### src/rtl/dmem_stall_ctrl_pkg.sv
// Shared types and defaults for the MEM-stage data-memory sequencer.
// Holds the FSM state encoding and a counter-width helper.
package dmem_pkg;

  localparam int DMEM_ADDR_W = 64;
  localparam int DMEM_DATA_W = 64;

  typedef enum logic [1:0] {
    IDLE = 2'd0,
    REQ  = 2'd1,
    WAIT = 2'd2,
    DONE = 2'd3
  } dmem_state_e;

  // Counter width able to hold limit, never narrower than 8 bits.
  function automatic int cnt_width(input longint unsigned limit);
    int w;
    w = 8;
    for (int i = 8; i < 32; i++) begin
      if ((64'd1 << i) <= limit) w = i + 1;
    end
    return w;
  endfunction

endpackage

### src/rtl/dmem_stall_ctrl_if.sv
// Data-memory request/response bus between the sequencer and memory.
// master = sequencer side, slave = memory / cache port side.
interface dmem_stall_ctrl_if
  import dmem_pkg::*;
#(
  parameter int ADDR_W = DMEM_ADDR_W,
  parameter int DATA_W = DMEM_DATA_W
) ();

  logic                  req_valid;
  logic                  req_ready;
  logic [ADDR_W-1:0]     req_addr;
  logic                  req_wen;
  logic [DATA_W-1:0]     req_wdata;
  logic [DATA_W/8-1:0]   req_wmask;
  logic                  resp_valid;
  logic [DATA_W-1:0]     resp_rdata;

  modport master (
    output req_valid,
    output req_addr,
    output req_wen,
    output req_wdata,
    output req_wmask,
    input  req_ready,
    input  resp_valid,
    input  resp_rdata
  );

  modport slave (
    input  req_valid,
    input  req_addr,
    input  req_wen,
    input  req_wdata,
    input  req_wmask,
    output req_ready,
    output resp_valid,
    output resp_rdata
  );

endinterface

### src/rtl/dmem_watchdog.sv
// Response watchdog: clears while the request is pending, counts
// WAIT cycles, and flags the last allowed WAIT cycle as expired.
module dmem_watchdog
  import dmem_pkg::*;
#(
  parameter int unsigned TIMEOUT = 255
) (
  input  logic clk,
  input  logic rstn,
  input  logic clr_i,
  input  logic en_i,
  output logic expire_o
);

  localparam int CW = cnt_width(longint'(TIMEOUT));
  localparam logic [CW-1:0] LAST = CW'(TIMEOUT - 1);

  logic [CW-1:0] cnt_q;
  logic [CW-1:0] cnt_d;

  // Next count: clear has priority, otherwise count enabled cycles.
  always_comb begin
    cnt_d = cnt_q;
    if (clr_i) begin
      cnt_d = '0;
    end else if (en_i) begin
      cnt_d = cnt_q + 1'b1;
    end
  end

  // Count register.
  always_ff @(posedge clk or negedge rstn) begin
    if (!rstn) begin
      cnt_q <= '0;
    end else begin
      cnt_q <= cnt_d;
    end
  end

  // The TIMEOUT-th WAIT cycle without a response expires the access.
  assign expire_o = en_i & (cnt_q == LAST);

endmodule

### src/rtl/dmem_stall_ctrl.sv
// MEM-stage data-memory sequencer: turns a load/store into a bus
// request + response and drives mem_stall. Option: DMEM_TIMEOUT_EN.
module dmem_stall_ctrl
  import dmem_pkg::*;
#(
  parameter int          ADDR_W  = DMEM_ADDR_W,
  parameter int          DATA_W  = DMEM_DATA_W,
  parameter int unsigned TIMEOUT = 255
) (
  input  logic                clk,
  input  logic                rstn,
  input  logic                mem_re,
  input  logic                mem_we,
  input  logic [ADDR_W-1:0]   mem_addr,
  input  logic [DATA_W-1:0]   mem_wdata,
  input  logic [DATA_W/8-1:0] mem_wmask,
  output logic                mem_stall,
  output logic [DATA_W-1:0]   mem_rdata,
`ifdef DMEM_TIMEOUT_EN
  output logic                mem_err,
`endif
  dmem_stall_ctrl_if.master   bus
);

  localparam int MW = DATA_W / 8;

  dmem_state_e       state_q;
  logic              req_valid_q;
  logic              req_wen_q;
  logic [ADDR_W-1:0] req_addr_q;
  logic [DATA_W-1:0] req_wdata_q;
  logic [MW-1:0]     req_wmask_q;
  logic [DATA_W-1:0] rdata_q;

  logic access;
  logic expire;

  assign access = mem_re | mem_we;

`ifdef DMEM_TIMEOUT_EN
  logic err_q;

  dmem_watchdog #(
    .TIMEOUT (TIMEOUT)
  ) u_wdog (
    .clk      (clk),
    .rstn     (rstn),
    .clr_i    (state_q == REQ),
    .en_i     (state_q == WAIT),
    .expire_o (expire)
  );

  // Error pulse for the DONE cycle of an access that timed out.
  always_ff @(posedge clk or negedge rstn) begin
    if (!rstn) begin
      err_q <= 1'b0;
    end else begin
      err_q <= (state_q == WAIT) & ~bus.resp_valid & expire;
    end
  end

  assign mem_err = err_q;
`else
  logic [31:0] unused_timeout;

  assign expire         = 1'b0;
  assign unused_timeout = 32'(TIMEOUT);
`endif

  // Sequencer FSM with registered request fields and load data.
  always_ff @(posedge clk or negedge rstn) begin
    if (!rstn) begin
      state_q     <= IDLE;
      req_valid_q <= 1'b0;
      req_wen_q   <= 1'b0;
      req_addr_q  <= '0;
      req_wdata_q <= '0;
      req_wmask_q <= '0;
      rdata_q     <= '0;
    end else begin
      unique case (state_q)
        IDLE: begin
          if (access) begin
            state_q     <= REQ;
            req_valid_q <= 1'b1;
            req_wen_q   <= mem_we;
            req_addr_q  <= mem_addr;
            req_wdata_q <= mem_wdata;
            req_wmask_q <= mem_wmask;
          end
        end
        REQ: begin
          if (bus.req_ready) begin
            state_q     <= WAIT;
            req_valid_q <= 1'b0;
          end
        end
        WAIT: begin
          if (bus.resp_valid) begin
            state_q <= DONE;
            if (!req_wen_q) begin
              rdata_q <= bus.resp_rdata;
            end
          end else if (expire) begin
            state_q <= DONE;
            rdata_q <= '0;
          end
        end
        DONE: begin
          // The departing instruction is still visible here; never reissue.
          state_q <= IDLE;
        end
        default: begin
          state_q <= IDLE;
        end
      endcase
    end
  end

  // Stall the access cycle itself combinationally, then hold through WAIT.
  assign mem_stall = rstn & (((state_q == IDLE) & access) |
                             (state_q == REQ) |
                             (state_q == WAIT));

  assign mem_rdata     = rdata_q;
  assign bus.req_valid = req_valid_q;
  assign bus.req_addr  = req_addr_q;
  assign bus.req_wen   = req_wen_q;
  assign bus.req_wdata = req_wdata_q;
  assign bus.req_wmask = req_wmask_q;

endmodule

### src/flat_wrapper.sv
// flat-port wrapper written by rule: the top's interface ports become plain ports
module dmem_stall_ctrl_flat import dmem_pkg::*;
#(
  parameter int          ADDR_W  = DMEM_ADDR_W,
  parameter int          DATA_W  = DMEM_DATA_W,
  parameter int unsigned TIMEOUT = 255
)
  (clk, rstn, mem_re, mem_we, mem_addr, mem_wdata, mem_wmask, mem_stall, mem_rdata, bus_req_valid, bus_req_addr, bus_req_wen, bus_req_wdata, bus_req_wmask, bus_req_ready, bus_resp_valid, bus_resp_rdata);
  dmem_stall_ctrl_if #(.ADDR_W(ADDR_W), .DATA_W(DATA_W)) bus_i ();
  input  logic clk;
  input  logic rstn;
  input  logic mem_re;
  input  logic mem_we;
  input  logic [ADDR_W-1:0] mem_addr;
  input  logic [DATA_W-1:0] mem_wdata;
  input  logic [DATA_W/8-1:0] mem_wmask;
  output logic mem_stall;
  output logic [DATA_W-1:0] mem_rdata;
  output wire logic [$bits(bus_i.req_valid)-1:0] bus_req_valid;
  output wire logic [$bits(bus_i.req_addr)-1:0] bus_req_addr;
  output wire logic [$bits(bus_i.req_wen)-1:0] bus_req_wen;
  output wire logic [$bits(bus_i.req_wdata)-1:0] bus_req_wdata;
  output wire logic [$bits(bus_i.req_wmask)-1:0] bus_req_wmask;
  input wire logic [$bits(bus_i.req_ready)-1:0] bus_req_ready;
  input wire logic [$bits(bus_i.resp_valid)-1:0] bus_resp_valid;
  input wire logic [$bits(bus_i.resp_rdata)-1:0] bus_resp_rdata;
  assign bus_req_valid = bus_i.req_valid;
  assign bus_req_addr = bus_i.req_addr;
  assign bus_req_wen = bus_i.req_wen;
  assign bus_req_wdata = bus_i.req_wdata;
  assign bus_req_wmask = bus_i.req_wmask;
  assign bus_i.req_ready = bus_req_ready;
  assign bus_i.resp_valid = bus_resp_valid;
  assign bus_i.resp_rdata = bus_resp_rdata;
  dmem_stall_ctrl #(.ADDR_W(ADDR_W), .DATA_W(DATA_W), .TIMEOUT(TIMEOUT)) u_core (.clk(clk), .rstn(rstn), .mem_re(mem_re), .mem_we(mem_we), .mem_addr(mem_addr), .mem_wdata(mem_wdata), .mem_wmask(mem_wmask), .mem_stall(mem_stall), .mem_rdata(mem_rdata), .bus(bus_i));
endmodule
### config.mk
export PLATFORM = sky130hd
export DESIGN_NAME = dmem_stall_ctrl_flat
export DESIGN_NICKNAME = d
export VERILOG_FILES = /design/src/rtl/dmem_stall_ctrl_pkg.sv /design/src/rtl/dmem_stall_ctrl_if.sv /design/src/rtl/dmem_watchdog.sv /design/src/rtl/dmem_stall_ctrl.sv /design/src/flat_wrapper.sv
export SDC_FILE = /design/constraint.sdc
export NUM_CORES = 1
export LEC_CHECK = 0
export ABC_AREA = 1
export CAP_MARGIN = 20
export CORE_AREA = 2 2 161 163
export CTS_BUF_LIST = sky130_fd_sc_hd__clkbuf_16
export DETAILED_ROUTE_END_ITERATION = 10
export DIE_AREA = 0 0 163 165
export PLACE_DENSITY = 0.77
export SYNTH_ARGS = -nofsm -noshare
export SYNTH_HDL_FRONTEND = slang
export SYNTH_HIERARCHICAL = 1
export SYNTH_SLANG_ARGS = --single-unit
### constraint.sdc
create_clock -name clk -period 2.7 [get_ports clk]
set_clock_uncertainty 0.05 [all_clocks]
set_input_delay 0.81 -clock clk [delete_from_list [all_inputs] [get_ports clk]]
set_output_delay 0.81 -clock clk [all_outputs]
set_load 0.1 [all_outputs]
# After elaboration in Yosys (flattened, before gate mapping)
# Cells that the tools add are included.
[totals] reg_bits=204 in_bits=206 out_inout_bits=203
[op_classes] eq_ne=6 mux=7 bitwise_logic=6 reduce_logical=6
[ops] operator="3-bit AND reduction" n=3
[ops] operator="2-bit case mux with 4 select lines" n=1
[ops] operator="2-bit two-way mux" n=3
[ops] operator="2-bit equality test (second input constant)" n=2
[ops] operator="2-bit inequality test (second input constant)" n=2
[ops] operator="1-bit bitwise OR" n=3
[ops] operator="1-bit bitwise AND" n=2
[ops] operator="2-bit by 1-bit equality test with 1-bit output (second input constant)" n=1
[ops] operator="2-bit zero test" n=1
[ops] operator="1-bit two-way mux" n=2
[ops] operator="2-bit by 1-bit inequality test with 1-bit output (second input constant)" n=1
[ops] operator="1-bit case mux with 2 select lines" n=1
[ops] operator="2-bit AND reduction" n=1
[ops] operator="2-bit nonzero test" n=1
[ops] operator="1-bit NOT" n=1

# Logic depth before layout (Yosys ltp)
# Gate-level depths: netlist (run 1).
[depth] depth_word=5 mapped_depth=8

# Worst setup path after synthesis (run 1)
# Ideal clock, no wire load.
[synth_timing] path_kind="in2out" startpoint="input mem_we" endpoint="output mem_stall" t_arrival_ns=3.207 t_required_ns=1.840 path_slack_ns=-1.367 stages=3 n_path_buf=1 cell_sequence="o21ai_2 buf_4 a21boi_0"
[synth_between] elab_chain_len=5
[synth_rtl] element="start, declared" line_no="flat_wrapper.sv:13" source="input logic mem_we;"
[synth_rtl] element="1-bit bitwise OR" line_no="dmem_stall_ctrl.sv:38" source="assign access = mem_re | mem_we;"
[synth_rtl] element="1-bit bitwise AND" line_no="dmem_stall_ctrl.sv:121" source="assign mem_stall = rstn & (((state_q == IDLE) & access) |"
[synth_rtl] element="1-bit bitwise OR" line_no="dmem_stall_ctrl.sv:121"
[synth_rtl] element="1-bit bitwise OR" line_no="dmem_stall_ctrl.sv:122" source="(state_q == REQ) |"
[synth_rtl] element="1-bit bitwise AND" line_no="dmem_stall_ctrl.sv:121"
[synth_rtl] element="end, declared" line_no="flat_wrapper.sv:17" source="output logic mem_stall;"
# Every way passes these cells.

# Worst setup path after layout (run 1)
# Same ends and word-level chain as after synthesis.

==> flow_summary.json, run 1 <==
{
  "status": "finished clean",
  "ys_types": 15,
  "synth_top_area_cell": "dfrtp_1",
  "routabilityCongestion": 0.788,
  "post_cts_resized": 0,
  "crit_path_end_kind": "output pin",
  "clk_pin_slew_ns": 0.06,
  "wl_met3_um": 1790,
  "seq_area_frac_synth": 0.643,
  "routed_wl_um": 25000,
  "cts_setup_buffers": 0,
  "period_minus_slack_ns": 2.66,
  "drt-met1-wl_um": 10100,
  "wl_per_cell_um": 15.3,
  "synth-adder-area-share": 0.00630,
  "period_share": 0.987,
  "cts_buffers": 23,
  "dr.pass1.iters": 6,
  "synth_compound_area_frac": 0.00205,
  "core_um2": 25000,
  "diodes": 0,
  "slew_violations": 0,
  "layout_commonest_cell": "nand2_1",
  "synth_area_leaders": "dfrtp_1 64%, nand2_1 26%, nand3_1 4.1%",
  "max_freq_mhz": 375,
  "synth_top_area_frac": 0.643,
  "routed.top_layer": "met4",
  "dieArea_um2": 26900,
  "slew_headroom": 0.545,
  "initial_utilization": 0.317,
  "fin_tns_setup_ns": 0,
  "hp-class": "in2async",
  "nNetsFinal": 1501,
  "path_max_fanout": 2,
  "synthMuxAreaShare": 0,
  "ioPinCount": 409,
  "synth_top_family_by_area": "simple AND/OR/NAND/NOR gates",
  "arrival_ns": 1.80,
  "grt-ovfl-total": 0,
  "placementRows": 58,
  "yosys.area_share.simple": 0.306,
  "postCtsHoldBufs": 0,
  "cts.path.max_buffers": 3,
  "grt_pass1_wl_um": 37700,
  "drt_iter0_drc": 451,
  "wl_met2_um": 12500,
  "cap_viol_max_count": 0,
  "syn_nets": 1101,
  "die_w_um": 163,
  "cp.required_ns": 1.84,
  "mostFrequentLayoutCells": "551 x nand2_1, 215 x buf_4, 204 x dfrtp_1",
  "first_global_vias": 7194,
  "worstSetupPathType": "in2out",
  "cts-root-buf": "clkbuf_16",
  "ys_ff_latch": 204,
  "area_growth_syn_to_layout_pct": 58.2,
  "tritoncts": "done",
  "grt_start_max_net_pins": 110,
  "worstMarginPinSlew_ns": 0.683,
  "nFillCells": 2297,
  "antenna_found_initial": 0,
  "avgViaCountPerCell": 4.43,
  "vias": 7238,
  "max_stage_delay_ns": 0.54,
  "place_hpwl_um": 17800,
  "detail-route-antenna-nets": 0,
  "syn_avg_cell_area_um2": 8.92,
  "start_kind": "primary input",
  "fp.dieH_um": 165,
  "rsz0062_at_grt": "false",
  "synth_xor_area_frac": 0,
  "syn_area_um2": 7950,
  "clk_latency_ns": 0.49,
  "layout-drive-gt1-share": 0.198,
  "finalSetupViolations": 0,
  "syn_inst": 891,
  "port_buffers": 408,
  "cp_cell_sequence": "clkdlybuf4s50_1 -> o21ai_4 -> a21boi_4 -> buf_12",
  "clock_sinks": 204,
  "cts_max_level": 1,
  "slowest_stage": "clkdlybuf4s50_1",
  "grt_usage": 0.176,
  "hold_viol": 0,
  "drc_errors": 0,
  "synth_warnings": 6
}
## final cells by class
type,instances,area (um2),area share
flip-flops and latches,204,5100,0.406
well taps,330,413,0.0329
inverters,7,28.8,0.00229
clock buffers,23,576,0.0458
clock inverters,16,154,0.0122
repair buffers,425,3760,0.300
multi-input cells,630,2530,0.201
## kinds of logic (layout without fill, tap and decap cells)
kind of cell,Yosys count,after routing
buffers and inverters,57,471
adder cells (fa/ha/maj),4,4
flip-flops,204,204
AO/OA/AOI/OAI,2,2
AND/OR/NAND/NOR,624,624
## final timing paths
kind	from	end	slack, ns	cells after the start
setup / recovery	mem_we	mem_stall	0.04	4
hold / removal	rstn	u_core/mem_rdata[6]	0.36	2
setup reg to reg	u_core/state_q[0]	u_core/bus.req_wdata[6]	0.80	7
hold reg to reg	u_core/mem_rdata[11]	u_core/mem_rdata[11]	0.42	2
max in group asynchronous	rstn	u_core/bus.req_wdata[63]	1.09	3
min in group clk	u_core/mem_rdata[11]	u_core/mem_rdata[11]	0.42	2
## layer usage
metal	vias to the layer above	track usage
li1	3519	-
met1	3420	0.212
met2	256	0.309
met3	43	0.0427
met4	0	0.0575
met5	-	0
## metrics by stage
step	instance area [um2]	setup WS, ns	hold slack (ns)	util	cells
floorplan	7960	0.215	0.417	-	891
global placement	11800	0.0459	0.404	0.473	1596
detailed placement	11800	0.0330	0.409	0.473	1596
CTS	12600	0.0249	0.391	0.502	1635
global route	12600	0.00817	0.404	0.502	1635
finish	12600	0.0356	0.359	0.502	1635
## synth_stat cells, drive strengths merged
| cell type | number |
|---|---|
| o21ai | 1 |
| inv | 7 |
| a21boi | 1 |
| nand4 | 2 |
| nor2 | 5 |
| ha | 4 |
| nand2 | 552 |
| nand3 | 65 |
| buf | 49 |
| clkbuf | 1 |
| dfrtp | 204 |
## flip-flops by register name (all words and copies together) (netlist names)
signal / flops
u_core/bus.req_addr: 64
u_core/bus.req_wdata: 64
u_core/bus.req_valid: 1
u_core/mem_rdata: 64
u_core/state_q: 2
u_core/bus.req_wen: 1
u_core/bus.req_wmask: 8
## worst max-delay path: cells and delay by family
kind	cells	cell delay, ns
buffers and inverters	2	0.73
AOI/OAI and AO/OA	2	0.24
Power of run 1 is left out: the tool's default activity adds up to more than one toggle a clock period on the data nets, which glitch-free logic cannot reach.
==> inputs of run 2 (changes only) <==
--- a/config.mk
+++ b/config.mk
@@ -6,12 +6,11 @@
 export NUM_CORES = 1
 export LEC_CHECK = 0
 export ABC_AREA = 1
-export CAP_MARGIN = 20
-export CORE_AREA = 2 2 161 163
+export CORE_AREA = 3 3 157 159
 export CTS_BUF_LIST = sky130_fd_sc_hd__clkbuf_16
 export DETAILED_ROUTE_END_ITERATION = 10
-export DIE_AREA = 0 0 163 165
-export PLACE_DENSITY = 0.77
+export DIE_AREA = 0 0 160 162
+export PLACE_DENSITY = 0.81
 export SYNTH_ARGS = -nofsm -noshare
 export SYNTH_HDL_FRONTEND = slang
 export SYNTH_HIERARCHICAL = 1
==> run 2 against run 1 <==
Against the previous run: worst hold slack got worse by 0.29 ns; sequential share of layout area down 0.052 points; highest routed layer unchanged; critical path type unchanged; die area down 3.6%; global-route usage rose by 1.2 points; critical path depth unchanged; final cell count shrank 0.55%; first-iteration DRC count grew 39%.
==> flow_summary.json, run 2 (synthesis gave the netlist of run 1 again) <==
{
  "status": "finished clean",
  "antenna_found_initial": 0,
  "nFillCells": 2101,
  "fp.dieH_um": 162,
  "grt-ovfl-total": 0,
  "clk_latency_ns": 0.50,
  "grt_start_max_net_pins": 130,
  "area_growth_syn_to_layout_pct": 58.4,
  "nNetsFinal": 1500,
  "cts_max_level": 1,
  "wl_per_cell_um": 15.8,
  "initial_utilization": 0.339,
  "slew_violations": 0,
  "clock_sinks": 204,
  "avgViaCountPerCell": 4.50,
  "port_buffers": 408,
  "grt_pass1_wl_um": 40000,
  "period_minus_slack_ns": 2.66,
  "cp.required_ns": 1.84,
  "layout_commonest_cell": "nand2_1",
  "seqCellArea_um2": 5100,
  "critPathLaunch": "mem_we",
  "first_global_vias": 7399,
  "layout-drive-gt1-share": 0.199,
  "drc_errors": 0,
  "place_hpwl_um": 18400,
  "postCtsHoldBufs": 0,
  "start_kind": "primary input",
  "core_um2": 23400,
  "arrival_ns": 1.80,
  "drt_iter0_drc": 625,
  "worstSetupPathType": "in2out",
  "clk_pin_slew_ns": 0.06,
  "routed_wl_um": 25600,
  "vias": 7317,
  "place_inst": 1583,
  "rsz0062_at_grt": "false",
  "reg2reg_depth": 7,
  "slew_headroom": 0.396,
  "worstMarginPinSlew_ns": 0.907,
  "worstReg2RegStart": "u_core/state_q[0]",
  "cts_buffers": 24,
  "fin_tns_setup_ns": 0,
  "hp-class": "in2async",
  "grt_usage": 0.188,
  "tritoncts": "done",
  "cts.path.max_buffers": 3,
  "placementRows": 56,
  "mostFrequentLayoutCells": "551 x nand2_1, 212 x buf_4, 204 x dfrtp_1",
  "hold_viol": 0,
  "die_w_um": 160,
  "finalSetupViolations": 0,
  "crit_path_end_kind": "output pin",
  "max_freq_mhz": 375,
  "period_share": 0.987,
  "detail-route-antenna-nets": 0,
  "cts_setup_buffers": 0,
  "cts-root-buf": "clkbuf_16",
  "dr.pass1.iters": 5,
  "diodes": 0,
  "routabilityCongestion": 0.835,
  "multi_input_area_um2": 2530,
  "path_max_fanout": 2,
  "ioPinCount": 409,
  "cap_viol_max_count": 0,
  "fin_cells": 1626,
  "dieArea_um2": 25900
}
==> run 2: changes by cell type in the layout (fill, tap and decap cells not counted), sizes merged <==
cell,delta
bufinv,-1
clkinvlp,+2
buf,-2
clkinv,+3
clkbuf,+2
inv,-2
==> run 2: worst paths after layout <==
| path | endpoint | slack [ns] |
|---|---|---|
| min in group clk | u_core/mem_rdata[61] | 0.42 |
| min reg2reg | u_core/mem_rdata[61] | 0.42 |
| min | u_core/bus.req_valid | 0.06 |
| max in group asynchronous | u_core/bus.req_wdata[38] | 1.46 |
| max reg2reg | u_core/bus.req_wdata[57] | 0.85 |
| max | mem_stall | 0.04 |
==> run 2: area by class of cell <==
cell class,count,share of cell area
tap,319,0.0317
inverter,7,0.00229
multi-input combinational,630,0.201
sequential,204,0.406
timing repair buffer,423,0.299
clock inverter,18,0.0108
clock buffer,25,0.0497
==> run 2: worst max-delay path: stages <==
cell	delay [ns]
clkdlybuf4s50_1	0.53
o21ai_4	0.11
a21boi_4	0.16
buf_12	0.19
==> run 2: what timing repair did <==
action / in CTS / in global routing
endpoints found under the hold margin: 0 / 0
setup endpoints to repair: 0 / 1
resized for setup: 0 / 1
==> run 2: metal layers <==
layer	share of wire	track usage	vias to the layer above	routed length, um
li1	-	-	3528	-
met1	0.40	0.234	3432	10200
met2	0.50	0.327	309	12800
met3	0.076	0.0436	48	1960
met4	0.027	0.0604	0	687
met5	0	0	-	0
==> run 2: through the flow <==
stage	worst slack, ns	instance area [um2]	hold slack, ns	utilization
2_1_floorplan	0.215	7960	0.417	-
3_3_place_gp	0.0341	11800	0.406	0.505
3_5_place_dp	0.0299	11800	0.409	0.505
4_1_cts	0.0298	12600	0.0362	0.538
5_1_grt	0.00247	12600	0.0377	0.538
6_report	0.0356	12600	0.0649	0.538
Power of run 2 is left out for the same reason.
==> inputs of run 3 (changes only) <==
--- a/config.mk
+++ b/config.mk
@@ -6,11 +6,12 @@
 export NUM_CORES = 1
 export LEC_CHECK = 0
 export ABC_AREA = 1
-export CORE_AREA = 3 3 157 159
+export CORE_ASPECT_RATIO = 0.5
+export CORE_MARGIN = 3
+export CORE_UTILIZATION = 43
 export CTS_BUF_LIST = sky130_fd_sc_hd__clkbuf_16
 export DETAILED_ROUTE_END_ITERATION = 10
-export DIE_AREA = 0 0 160 162
-export PLACE_DENSITY = 0.81
+export PLACE_DENSITY = 0.95
 export SYNTH_ARGS = -nofsm -noshare
 export SYNTH_HDL_FRONTEND = slang
 export SYNTH_HIERARCHICAL = 1
==> run 3 against run 2 <==
Against the previous run: setup slack better by 0.063 ns; cell area down 1.8%; clock-buffer cell count decreased by 6; die area is 22% lower; sequential share of layout area grew 0.75 points; non-clock buffer count unchanged; fmax grew 2.4%; via count increased by 1.8%; wire length rose by 2.3%; utilization up 16 points; register-to-register slack worse by 0.09 ns.
==> flow_summary.json, run 3 (synthesis gave the netlist of run 1 again) <==
{
  "worstReg2RegStart": "u_core/state_q[0]",
  "dieArea_um2": 20200,
  "setup_slack_ns": 0.0989,
  "path_delay_family": "flip-flops",
  "slew_headroom": 0.533,
  "fp.dieH_um": 102,
  "placementRows": 34,
  "arrival_ns": 1.74,
  "grt_pass1_wl_um": 39700,
  "place_inst": 1498,
  "cp_num_buf_inv": 2,
  "finalSetupViolations": 0,
  "core_um2": 17700,
  "r2r_slack_ns": 0.76,
  "regToRegEndpoint": "u_core/bus.req_wdata[38]",
  "tritoncts": "done",
  "clock_sinks": 204,
  "drt_iter0_drc": 453,
  "start_kind": "register",
  "period_share": 0.963,
  "dr.pass1.iters": 7,
  "worstSetupPathType": "reg2out",
  "fin_cells": 1532,
  "routed_wl_um": 26200,
  "grt_start_max_net_pins": 113,
  "drc_errors": 0,
  "cts.path.max_buffers": 3,
  "slowest_stage": "dfrtp_1",
  "initial_utilization": 0.448,
  "place_ws_ns": 0.0265,
  "fin_area_um2": 12400,
  "nNetsFinal": 1495,
  "fin_tns_setup_ns": 0,
  "nFillCells": 1333,
  "rsz0062_at_grt": "false",
  "cp.depth": 5,
  "cp.required_ns": 1.84,
  "cts_max_level": 1,
  "worstMarginPinSlew_ns": 0.701,
  "cp_cell_sequence": "inv_1 -> ha_1 -> nor2_1 -> a21boi_4 -> buf_12",
  "avgViaCountPerCell": 4.86,
  "detail-route-antenna-nets": 0,
  "slew_violations": 0,
  "grt_usage": 0.248,
  "cap_viol_max_count": 0,
  "layout-drive-gt1-share": 0.196,
  "clk_latency_ns": 0.47,
  "reg2reg_depth": 7,
  "clk_pin_slew_ns": 0.07,
  "wl_per_cell_um": 17.1,
  "area_growth_syn_to_layout_pct": 55.5,
  "port_buffers": 408,
  "cts-root-buf": "clkbuf_16",
  "cts_buffers": 19,
  "mostFrequentLayoutCells": "551 x nand2_1, 211 x buf_4, 204 x dfrtp_1",
  "ioPinCount": 409,
  "max_freq_mhz": 384,
  "place_area_um2": 11700,
  "antenna_found_initial": 1,
  "max_stage_delay_ns": 0.40,
  "crit_path_end_kind": "output pin",
  "grt-ovfl-total": 0,
  "hp-class": "in2async",
  "place_hpwl_um": 19300,
  "period_minus_slack_ns": 2.60,
  "hold_viol": 0,
  "cts_setup_buffers": 0,
  "status": "finished clean",
  "path_max_fanout": 3,
  "vias": 7448,
  "routabilityCongestion": 0.896,
  "layout_commonest_cell": "nand2_1",
  "die_w_um": 198,
  "first_global_vias": 7432
}
==> run 3: timing repair <==
action | in CTS | in global routing
hold endpoints to repair | 0 | 0
hold buffers | 0 | 0
resized for setup | 0 | 3
endpoints found under the setup margin | 0 | 1
==> run 3: final cells by class <==
cell class | count | area [um2] | share of cell area
well taps | 234 | 293 | 0.0237
flip-flops and latches | 204 | 5100 | 0.413
inverters | 7 | 28.8 | 0.00233
diodes | 1 | 2.50 | 0.000203
repair buffers | 423 | 3780 | 0.306
clock buffers | 19 | 475 | 0.0385
clock inverters | 14 | 145 | 0.0117
multi-input cells | 630 | 2530 | 0.204
==> run 3: worst max-delay path by stage <==
stage	slack [ns]	startpoint	to
final	0.1	u_core/state_q[0]	mem_stall
after global routing	0.03	u_core/state_q[0]	mem_stall
after CTS	0.02	mem_we	mem_stall
after detailed placement	0.03	mem_we	mem_stall
after global placement	0.03	mem_we	mem_stall
after floorplan	0.22	mem_we	mem_stall
==> run 3: per-stage QoR <==
stage | util | hold WS (ns)
2_1_floorplan | - | 0.417
3_3_place_gp | 0.661 | 0.406
3_5_place_dp | 0.661 | 0.410
4_1_cts | 0.696 | 0.403
5_1_grt | 0.697 | 0.419
6_report | 0.697 | 0.402
==> run 3: worst reg2reg max path, stage by stage, from the launching register on <==
cell	delay (ns)
dfrtp_1	0.40
inv_1	0.10
ha_2	0.23
o21ai_4	0.09
buf_4	0.31
buf_4	0.47
nand2_1	0.16
nand2_1	0.09
==> run 3: metal layers <==
layer | routed length [um] | GRT usage | vias up
li1 | - | - | 3499
met1 | 9870 | 0.301 | 3576
met2 | 13800 | 0.449 | 295
met3 | 1420 | 0.0441 | 78
met4 | 1090 | 0.0972 | 0
met5 | 0 | 0 | -
Power of run 3 is left out for the same reason.
